===== src/rtl/sparc_exu_alu_zdet.sv =====
// Zero-detect stage after ALU sum-predict: group-OR reduction in E, icc/xcc Z in M,
// and a per-thread committed Z-flag register file with a non-bypassed read port.
module sparc_exu_alu_zdet #(
    parameter int unsigned NTHR = 4,
    parameter int unsigned GRP  = 16,
    localparam int unsigned TW  = (NTHR > 1) ? $clog2(NTHR) : 1
) (
    input  logic          rclk,
    input  logic          arst,
    input  logic [63:0]   spr_e,
    input  logic          vld_e,
    input  logic [TW-1:0] tid_e,
    input  logic          hold,
    input  logic          kill_e,
    input  logic          kill_m,
    output logic          vld_m,
    output logic [TW-1:0] tid_m,
    output logic          icc_z_m,
    output logic          xcc_z_m,
    input  logic [TW-1:0] rd_tid,
    output logic          icc_z_rd,
    output logic          xcc_z_rd
);

    localparam int unsigned NG = 64 / GRP;
    localparam int unsigned NL = 32 / GRP;

    logic [NG-1:0]   grp_nz_e;
    logic [NG-1:0]   grp_nz_m;
    logic [NTHR-1:0] ccz_icc;
    logic [NTHR-1:0] ccz_xcc;
    logic            wr_en;

    always_comb begin
        grp_nz_e = '0;
        for (int unsigned i = 0; i < NG; i++) begin
            grp_nz_e[i] = |spr_e[GRP*i +: GRP];
        end
    end

    // Reset loads all-ones group bits so both forwarded Z outputs read 0.
    always_ff @(posedge rclk or posedge arst) begin
        if (arst) begin
            vld_m    <= 1'b0;
            tid_m    <= '0;
            grp_nz_m <= '1;
        end else if (!hold) begin
            vld_m    <= vld_e & ~kill_e;
            tid_m    <= tid_e;
            grp_nz_m <= grp_nz_e;
        end
    end

    assign icc_z_m = ~|grp_nz_m[NL-1:0];
    assign xcc_z_m = ~|grp_nz_m;
    assign wr_en   = vld_m & ~kill_m & ~hold;

    // Decode by compare so an out-of-range thread ID writes and reads nothing.
    always_ff @(posedge rclk or posedge arst) begin
        if (arst) begin
            ccz_icc <= '0;
            ccz_xcc <= '0;
        end else begin
            for (int unsigned t = 0; t < NTHR; t++) begin
                if (wr_en && (tid_m == TW'(t))) begin
                    ccz_icc[t] <= icc_z_m;
                    ccz_xcc[t] <= xcc_z_m;
                end
            end
        end
    end

    always_comb begin
        icc_z_rd = 1'b0;
        xcc_z_rd = 1'b0;
        for (int unsigned t = 0; t < NTHR; t++) begin
            if (rd_tid == TW'(t)) begin
                icc_z_rd = ccz_icc[t];
                xcc_z_rd = ccz_xcc[t];
            end
        end
    end

endmodule


===== config.mk =====
export PLATFORM = sky130hd
export DESIGN_NAME = sparc_exu_alu_zdet
export DESIGN_NICKNAME = d
export VERILOG_FILES = /design/src/rtl/sparc_exu_alu_zdet.sv
export SDC_FILE = /design/constraint.sdc
export NUM_CORES = 1
export LEC_CHECK = 0
export BUFFER_PORTS_ARGS = -buffer_cell sky130_fd_sc_hd__buf_2
export CORE_ASPECT_RATIO = 1.4
export CORE_MARGIN = 10
export CORE_UTILIZATION = 35
export DETAILED_ROUTE_END_ITERATION = 10
export GPL_TIMING_DRIVEN = 0
export PLACE_DENSITY = 0.83
export SYNTH_ARGS = -nofsm -noshare
export SYNTH_HDL_FRONTEND = slang
export SYNTH_SLANG_ARGS = --single-unit

===== constraint.sdc =====
create_clock -name rclk -period 1.5 [get_ports rclk]
set_clock_uncertainty 0.15 [all_clocks]
set_input_delay 0.3 -clock rclk [delete_from_list [all_inputs] [get_ports rclk]]
set_output_delay 0.3 -clock rclk [all_outputs]
set_load 0.1 [all_outputs]

# Word-level counts from Yosys, hierarchy flattened
# Cells that the tools add are included.
# Widths: inputs -> output; s select.
dict set report word_totals {
  out_inout_bits 7
  input_bits 74
  wordCells 45
  reg_bits 15
}
dict set report classes {
  reduce_logical 14
  bitwise_logic 6
  eq_ne 6
  muxes 8
}
# cell n
set op_table {}
lappend op_table {{$reduce_or 16->1} 4}
lappend op_table {{$eq 2x2->1 const B} 4}
lappend op_table {{$mux 1} 8}
lappend op_table {{$eq 2x1->1 const B} 2}
lappend op_table {{$logic_and 1x1->1} 4}
lappend op_table {{$logic_not 2->1} 2}
lappend op_table {{$reduce_or 4->1} 1}
lappend op_table {{$and 1x1->1} 3}
lappend op_table {{$not 1->1} 3}
lappend op_table {{$logic_not 1->1} 2}
lappend op_table {{$reduce_or 2->1} 1}

# Logic depth before layout (Yosys ltp)
# Gate-level depths: netlist of run 1.
dict set report logic_depth {
  word_depth 5
  mapped_depth 4
  mapped_depth_nobuf 3
}

# Least setup slack after synthesis of run 1
# No wires, ideal clock.
dict set report synth_timing {
  path_type {reg2reg}
  startpoint {register grp_nz_m[1]}
  endpoint {register ccz_xcc[0]}
  t_required_ns 1.273
  arrival_time_ns 2.602
  path_stages_with_launch 3
  synth_period_minus_slack_ns 2.829
  path_buffers 0
  setup_ns 0.077
  slack_ns -1.329
  path_cell_list {dfstp_2 -> nor4_2 -> mux2_2}
}
dict set report synth_via {
  elab_chain_len 2
}
# item line
set synth_rtl {}
lappend synth_rtl {{start: declaration} 29} ;# logic [NG-1:0] grp_nz_m;
lappend synth_rtl {{start signal: assignment} 50} ;# grp_nz_m <= grp_nz_e;
lappend synth_rtl {{$reduce_or 4->1} 55} ;# assign xcc_z_m = ~|grp_nz_m;
lappend synth_rtl {{$logic_not 1->1} 55}
lappend synth_rtl {{net xcc_z_m} 19} ;# output logic xcc_z_m,
lappend synth_rtl {{end signal: indexed assignment} 67} ;# ccz_xcc[t] <= xcc_z_m;
lappend synth_rtl {{end: declaration} 31} ;# logic [NTHR-1:0] ccz_xcc;
# The timed path passes the listed nets, and every way through them passes these cells.
# A chain may end at the register's enable or synchronous reset.

# Worst setup path after layout of run 1
dict set report layout_timing {
  startpoint {register ccz_xcc[0]}
  endpoint {output xcc_z_rd}
}
dict set report layout_via {
  elab_chain_len 4
}
# item line
set layout_rtl {}
lappend layout_rtl {{$mux 1 (4 in series)} 77} ;# if (rd_tid == TW'(t)) begin
lappend layout_rtl {{end: declaration} 22} ;# output logic xcc_z_rd
# No other way between the ends.

==> results.py, run 1 <==
metrics = {
    "floorplanning": {
        "coreArea_mm2": 0.00220,
        "die_area_mm2": 0.00467,
        "die_x_um": 60.7,
        "start_util": 0.368,
        "num_rows": 20,
        "die_h_um": 77.0,
        "io_pins": 81,
    },
    "setup_path": {
        "crit_buf_inv": 1,
        "r2r-start": "tid_m[0]$_DFFE_PP0N_",
        "cpLargestDelayFamily": "multiplexers",
        "arrival_ns": 1.36,
        "path_class": "reg2out",
        "path_cells": "mux4_2 -> buf_6",
        "rrSetupSlack_ns": 0.03,
        "startpoint": "ccz_xcc[0]$_DFFE_PP0P_",
        "cp_max_fo": 2,
        "slowest_delay_ns": 0.47,
        "endpoint_kind": "output pin",
        "cp_slowest_cell": "mux4_2",
        "start_kind": "register",
        "critPathRequiredTime_ns": 1.05,
    },
    "route": {
        "drc": 0,
        "wl_per_cell_um": 17.7,
        "drtIter0Drc": 5,
        "wirelength_um": 3150,
        "vias": 945,
        "dr.pass1.iters": 2,
        "antenna_left": 0,
        "viasPerCell": 5.31,
    },
    "timing": {
        "rsz0062_at_grt": "true",
        "slew_headroom": 0.610,
        "setup_viol": 4,
        "tightest_slew_ns": 0.584,
        "fin_crit_ns": 1.81,
        "timing.final.crit_share": 1.21,
        "finalHoldViolCount": 0,
        "fmax_mhz": 553,
        "drv_slew": 0,
        "layout_setup_ws_ns": -0.309,
        "timing.hold.ws_ns": 0.0491,
    },
    "pwr": {
        "power.density_mw_per_mm2": 632,
        "power.leakage_nw": 0.695,
        "ir_worst_vdd_mv": 0.337,
    },
    "synth": {
        "synth.net_count": 142,
        "synth-compound-area-share": 0.0617,
        "synthSimpleGateAreaFrac": 0.264,
        "ys_types": 20,
        "synth_seq_cells": 15,
        "synthAdderAreaFrac": 0,
        "yosysTopAreaCellShare": 0.340,
        "ys_seq_area_frac": 0.469,
        "synth_edf_count": 0,
        "yosys_warnings": 0,
        "ys_top_cells_by_area": "dfrtp_1 34%, dfstp_2 13%, mux2_2 11%",
        "avgSynthCellArea_um2": 11.9,
        "synthCells": 68,
        "synth-xor-area-share": 0,
        "synth_top_area_cell": "dfrtp_1",
        "synth.most_common_cell": "nor4_1",
        "async_flop_share": 1.00,
        "synthesis.area_um2": 811,
        "yosys-top-cells-count": "12 x nor4_1, 11 x dfrtp_1, 8 x mux2_2, 5 x nand2b_1, 5 x nor2_1",
        "synth_top_family_by_area": "simple AND/OR/NAND/NOR gates",
        "synth_mux_area_frac": 0.194,
        "synth_ff_type": "dfrtp_1",
    },
    "status": {
        "violations": "negative setup slack",
        "status": "finished with violations",
    },
    "cells_and_area": {
        "layout-drive-gt1-share": 0.699,
        "nets": 231,
        "n_antenna_cell": 0,
        "fin_cells": 178,
        "area_delta_synth_final_pct": 70.4,
        "fillers": 192,
    },
    "cts": {
        "clkLatencyLatePin_ns": 0.28,
        "cts_tree": "done",
        "clock_path_buffers": 2,
        "root_buffer": "clkbuf_4",
        "numCtsBuffers": 3,
        "htree_levels": 1,
        "cts.clk_slew.worst_paths_ns": 0.09,
        "cts.sinks": 15,
    },
    "global_routing": {
        "antenna_found_initial": 0,
        "grt_pass1_wl_um": 5090,
        "grt_overflow": 0,
        "first_global_vias": 1187,
        "grt_usage": 0.137,
        "grt_max_degree": 16,
    },
    "placement": {
        "place_hpwl_um": 2730,
        "gp_congestion": 0.768,
        "place_ws_ns": -0.181,
        "io_buffers": 80,
        "dp.cells": 170,
    },
    "worst_hold_path": {
        "min-delay-start": "kill_e",
        "hold_path_class": "in2reg",
    },
    "run": {
        "drv_cap": 0,
    },
}
==> where the power goes <==
part           internal, W  switching (W)
logic             0.000101       0.000118
registers         0.000414     0.00000984
clock network     0.000103       0.000127
==> cell families (layout without fill, tap and decap cells) <==
family                 count (synthesis)  after routing
buffers and inverters                  2             90
DFF                                   15             15
muxes                                 12             12
and+or+nand+nor                       34             34
AOI/OAI and AO/OA                      5              5
==> worst register-to-register path: stages, from the launching register on <==
cell and delay (ns):
dfrtp_2 0.44, nor4b_4 0.26, and2b_2 0.22, mux2_4 0.30
==> per-stage QoR <==
step | utilization | setup TNS, ns | power [W] | cell area, µm²
finish | 0.627 | -0.930 | 0.000873 | 1380
global route | 0.627 | -1.14 | 0.000921 | 1380
CTS | 0.614 | -0.992 | 0.000878 | 1350
detailed placement | 0.569 | -1.00 | 0.000636 | 1250
global placement | 0.569 | -0.665 | 0.000627 | 1250
floorplan | - | -3.80 | 0.000519 | 826
==> per-layer routing <==
metal	share of wire	vias up	track usage
li1	-	448	-
met2	0.57	47	0.260
met3	0.088	8	0.0527
met1	0.32	442	0.126
met5	0	-	0
met4	0.020	0	0.0330
==> worst paths after layout <==
| check | end | cells past startpoint |
|---|---|---|
| max | xcc_z_rd | 2 |
| min | vld_m$_DFFE_PP0N_ | 2 |
| max in group asynchronous | vld_m$_DFFE_PP0N_ | 3 |
| min reg2reg | ccz_icc[2]$_DFFE_PP0P_ | 1 |
| max reg2reg | ccz_xcc[0]$_DFFE_PP0P_ | 3 |
| min in group asynchronous | ccz_xcc[0]$_DFFE_PP0P_ | 3 |
==> state kept, by name (all words and copies together) (netlist names) <==
register,count
ccz_xcc,4
vld_m,1
tid_m,2
ccz_icc,4
grp_nz_m,4
==> final cells by class <==
type | count | area, µm² | area share
timing repair buffer | 84 | 474 | 0.343
clock buffer | 4 | 26.3 | 0.0190
inverter | 1 | 3.75 | 0.00272
multi-input combinational | 51 | 460 | 0.333
buffer | 1 | 5.00 | 0.00362
tap | 22 | 27.5 | 0.0199
sequential | 15 | 384 | 0.278
==> placed cells by master (no fill, tap or decap), drive strengths merged, types with 4 or more instances in the layout <==
| cell | count |
|---|---|
| dfrtp | 11 |
| nand4 | 4 |
| nor2 | 5 |
| buf | 84 |
| mux2 | 10 |
| nand2b | 5 |
| clkbuf | 4 |
| o41a | 4 |
| dfstp | 4 |
| nor4 | 13 |
==> what timing repair did <==
action | in CTS | in global routing
hold buffers | 1 | 0
buffers inserted | 1 | 2
endpoints found under the hold margin | 11 | 0
endpoints found under the setup margin | 9 | 8
pin swaps | 0 | 2
resized for setup | 15 | 4
Note: power is estimated with default switching activity, not from simulation.
==> inputs of run 2 (changes only) <==
--- a/config.mk
+++ b/config.mk
@@ -6,8 +6,7 @@
 export NUM_CORES = 1
 export LEC_CHECK = 0
 export BUFFER_PORTS_ARGS = -buffer_cell sky130_fd_sc_hd__buf_2
-export CORE_ASPECT_RATIO = 1.4
-export CORE_MARGIN = 10
+export CORE_MARGIN = 5
 export CORE_UTILIZATION = 35
 export DETAILED_ROUTE_END_ITERATION = 10
 export GPL_TIMING_DRIVEN = 0
==> results.py, run 2 (same netlist as run 1, synthesis figures left out) <==
metrics = {
    "cts": {
        "clkLatencyLatePin_ns": 0.27,
        "numCtsBuffers": 3,
        "cts.sinks": 15,
        "cts.clk_slew.worst_paths_ns": 0.09,
        "root_buffer": "clkbuf_4",
        "clock_path_buffers": 2,
        "cts_tree": "done",
        "htree_levels": 1,
    },
    "timing": {
        "rsz0062_at_grt": "true",
        "tightest_slew_ns": 0.554,
        "slew_headroom": 0.630,
        "setup_viol": 4,
        "drv_slew": 0,
        "fin_crit_ns": 1.79,
        "fmax_mhz": 558,
        "timing.hold.ws_ns": 0.0741,
        "timing.final.crit_share": 1.19,
        "finalHoldViolCount": 0,
        "layout_setup_ws_ns": -0.291,
    },
    "global_routing": {
        "grt_usage": 0.156,
        "grt_pass1_wl_um": 4120,
        "grt_overflow": 0,
        "grt_max_degree": 16,
        "antenna_found_initial": 0,
        "first_global_vias": 1053,
    },
    "pwr": {
        "power.density_mw_per_mm2": 615,
        "power.leakage_nw": 0.697,
        "ir_worst_vdd_mv": 0.605,
    },
    "floorplanning": {
        "io_pins": 81,
        "die_area_mm2": 0.00338,
        "die_h_um": 58.1,
        "start_util": 0.367,
        "num_rows": 17,
        "die_x_um": 58.1,
        "coreArea_mm2": 0.00221,
    },
    "route": {
        "wirelength_um": 2630,
        "drtIter0Drc": 5,
        "wl_per_cell_um": 14.3,
        "dr.pass1.iters": 4,
        "drc": 0,
        "antenna_left": 0,
        "vias": 931,
        "viasPerCell": 5.06,
    },
    "setup_path": {
        "crit_buf_inv": 1,
        "cp_max_fo": 2,
        "path_cells": "mux4_2 -> buf_6",
        "slowest_delay_ns": 0.48,
        "cp_slowest_cell": "mux4_2",
        "critPathRequiredTime_ns": 1.05,
        "cpLargestDelayFamily": "multiplexers",
        "endpoint_kind": "output pin",
        "r2r-start": "tid_m[0]$_DFFE_PP0N_",
        "start_kind": "register",
        "startpoint": "ccz_icc[3]$_DFFE_PP0P_",
        "path_class": "reg2out",
        "arrival_ns": 1.34,
    },
    "cells_and_area": {
        "area_delta_synth_final_pct": 72.4,
        "nets": 231,
        "final_common_cell": "buf_2",
        "fillers": 193,
        "largestRegisters": "ccz_icc x4, ccz_xcc x4, grp_nz_m x4",
        "mostFrequentLayoutCells": "74 x buf_2, 12 x nor4_1, 8 x dfrtp_1",
        "layout-drive-gt1-share": 0.699,
        "n_antenna_cell": 0,
        "fin_util": 0.632,
    },
    "run": {
        "drv_cap": 0,
    },
    "placement": {
        "gp_congestion": 0.734,
        "io_buffers": 80,
    },
    "worst_hold_path": {
        "min-delay-start": "kill_e",
        "hold_path_class": "in2reg",
    },
    "status": {
        "status": "finished with violations",
        "violations": "negative setup slack",
    },
}
-- run 2: power breakdown --
| part | internal (W) | switching (W) | total [W] |
|---|---|---|---|
| Clock | 0.000103 | 0.000122 | 0.000224 |
| Combinational | 0.0000978 | 0.000113 | 0.000210 |
| Sequential | 0.000414 | 0.0000109 | 0.000425 |
| Total | 0.000615 | 0.000245 | 0.000860 |
-- run 2: area by class of cell --
class                      count  area, µm²  area share
tap                           28       35.0      0.0251
inverter                       1       3.75     0.00269
multi-input combinational     51        457       0.327
sequential                    15        384       0.275
clock buffer                   4       26.3      0.0188
timing repair buffer          84        487       0.348
buffer                         1       5.00     0.00358
-- run 2: through the flow --
step / total power (W) / TNS, ns / instance area [µm²] / std cells / setup slack [ns]
after global placement: 0.000626 / -0.643 / 1260 / 176 / -0.157
final: 0.000860 / -0.983 / 1400 / 184 / -0.291
after detailed placement: 0.000632 / -0.796 / 1260 / 176 / -0.170
after floorplan: 0.000519 / -3.80 / 826 / 68 / -0.561
after CTS: 0.000864 / -0.961 / 1360 / 181 / -0.306
after global routing: 0.000904 / -1.23 / 1400 / 184 / -0.377
-- run 2: final timing paths --
check,end,slack [ns],cells after the start
min in group asynchronous,ccz_icc[3]$_DFFE_PP0P_,0.45,3
worst max register to register,ccz_xcc[0]$_DFFE_PP0P_,0.02,3
worst max-delay path,icc_z_rd,-0.29,2
worst min-delay path,vld_m$_DFFE_PP0N_,0.07,2
max in group asynchronous,tid_m[0]$_DFFE_PP0N_,0.35,3
worst min register to register,ccz_xcc[0]$_DFFE_PP0P_,0.37,1
-- run 2: timing repair --
action | CTS | global route
endpoints found under the setup margin | 9 | 6
pin swaps | 0 | 1
buffers inserted | 0 | 4
hold buffers | 1 | 0
hold endpoints to repair | 11 | 0
resized for setup | 16 | 5
-- run 2: worst register-to-register path, stage by stage (launching register included) --
cell and delay (ns):
dfrtp_2 0.45, nor4b_4 0.22, and2b_2 0.21, mux2_2 0.33
-- run 2: routing by layer --
layer / part of all wire / vias to the layer above / track usage
met1: 0.34 / 429 / 0.140
li1: - / 450 / -
met3: 0.095 / 4 / 0.0579
met4: 0.015 / 0 / 0.0695
met5: 0 / - / 0
met2: 0.55 / 48 / 0.305
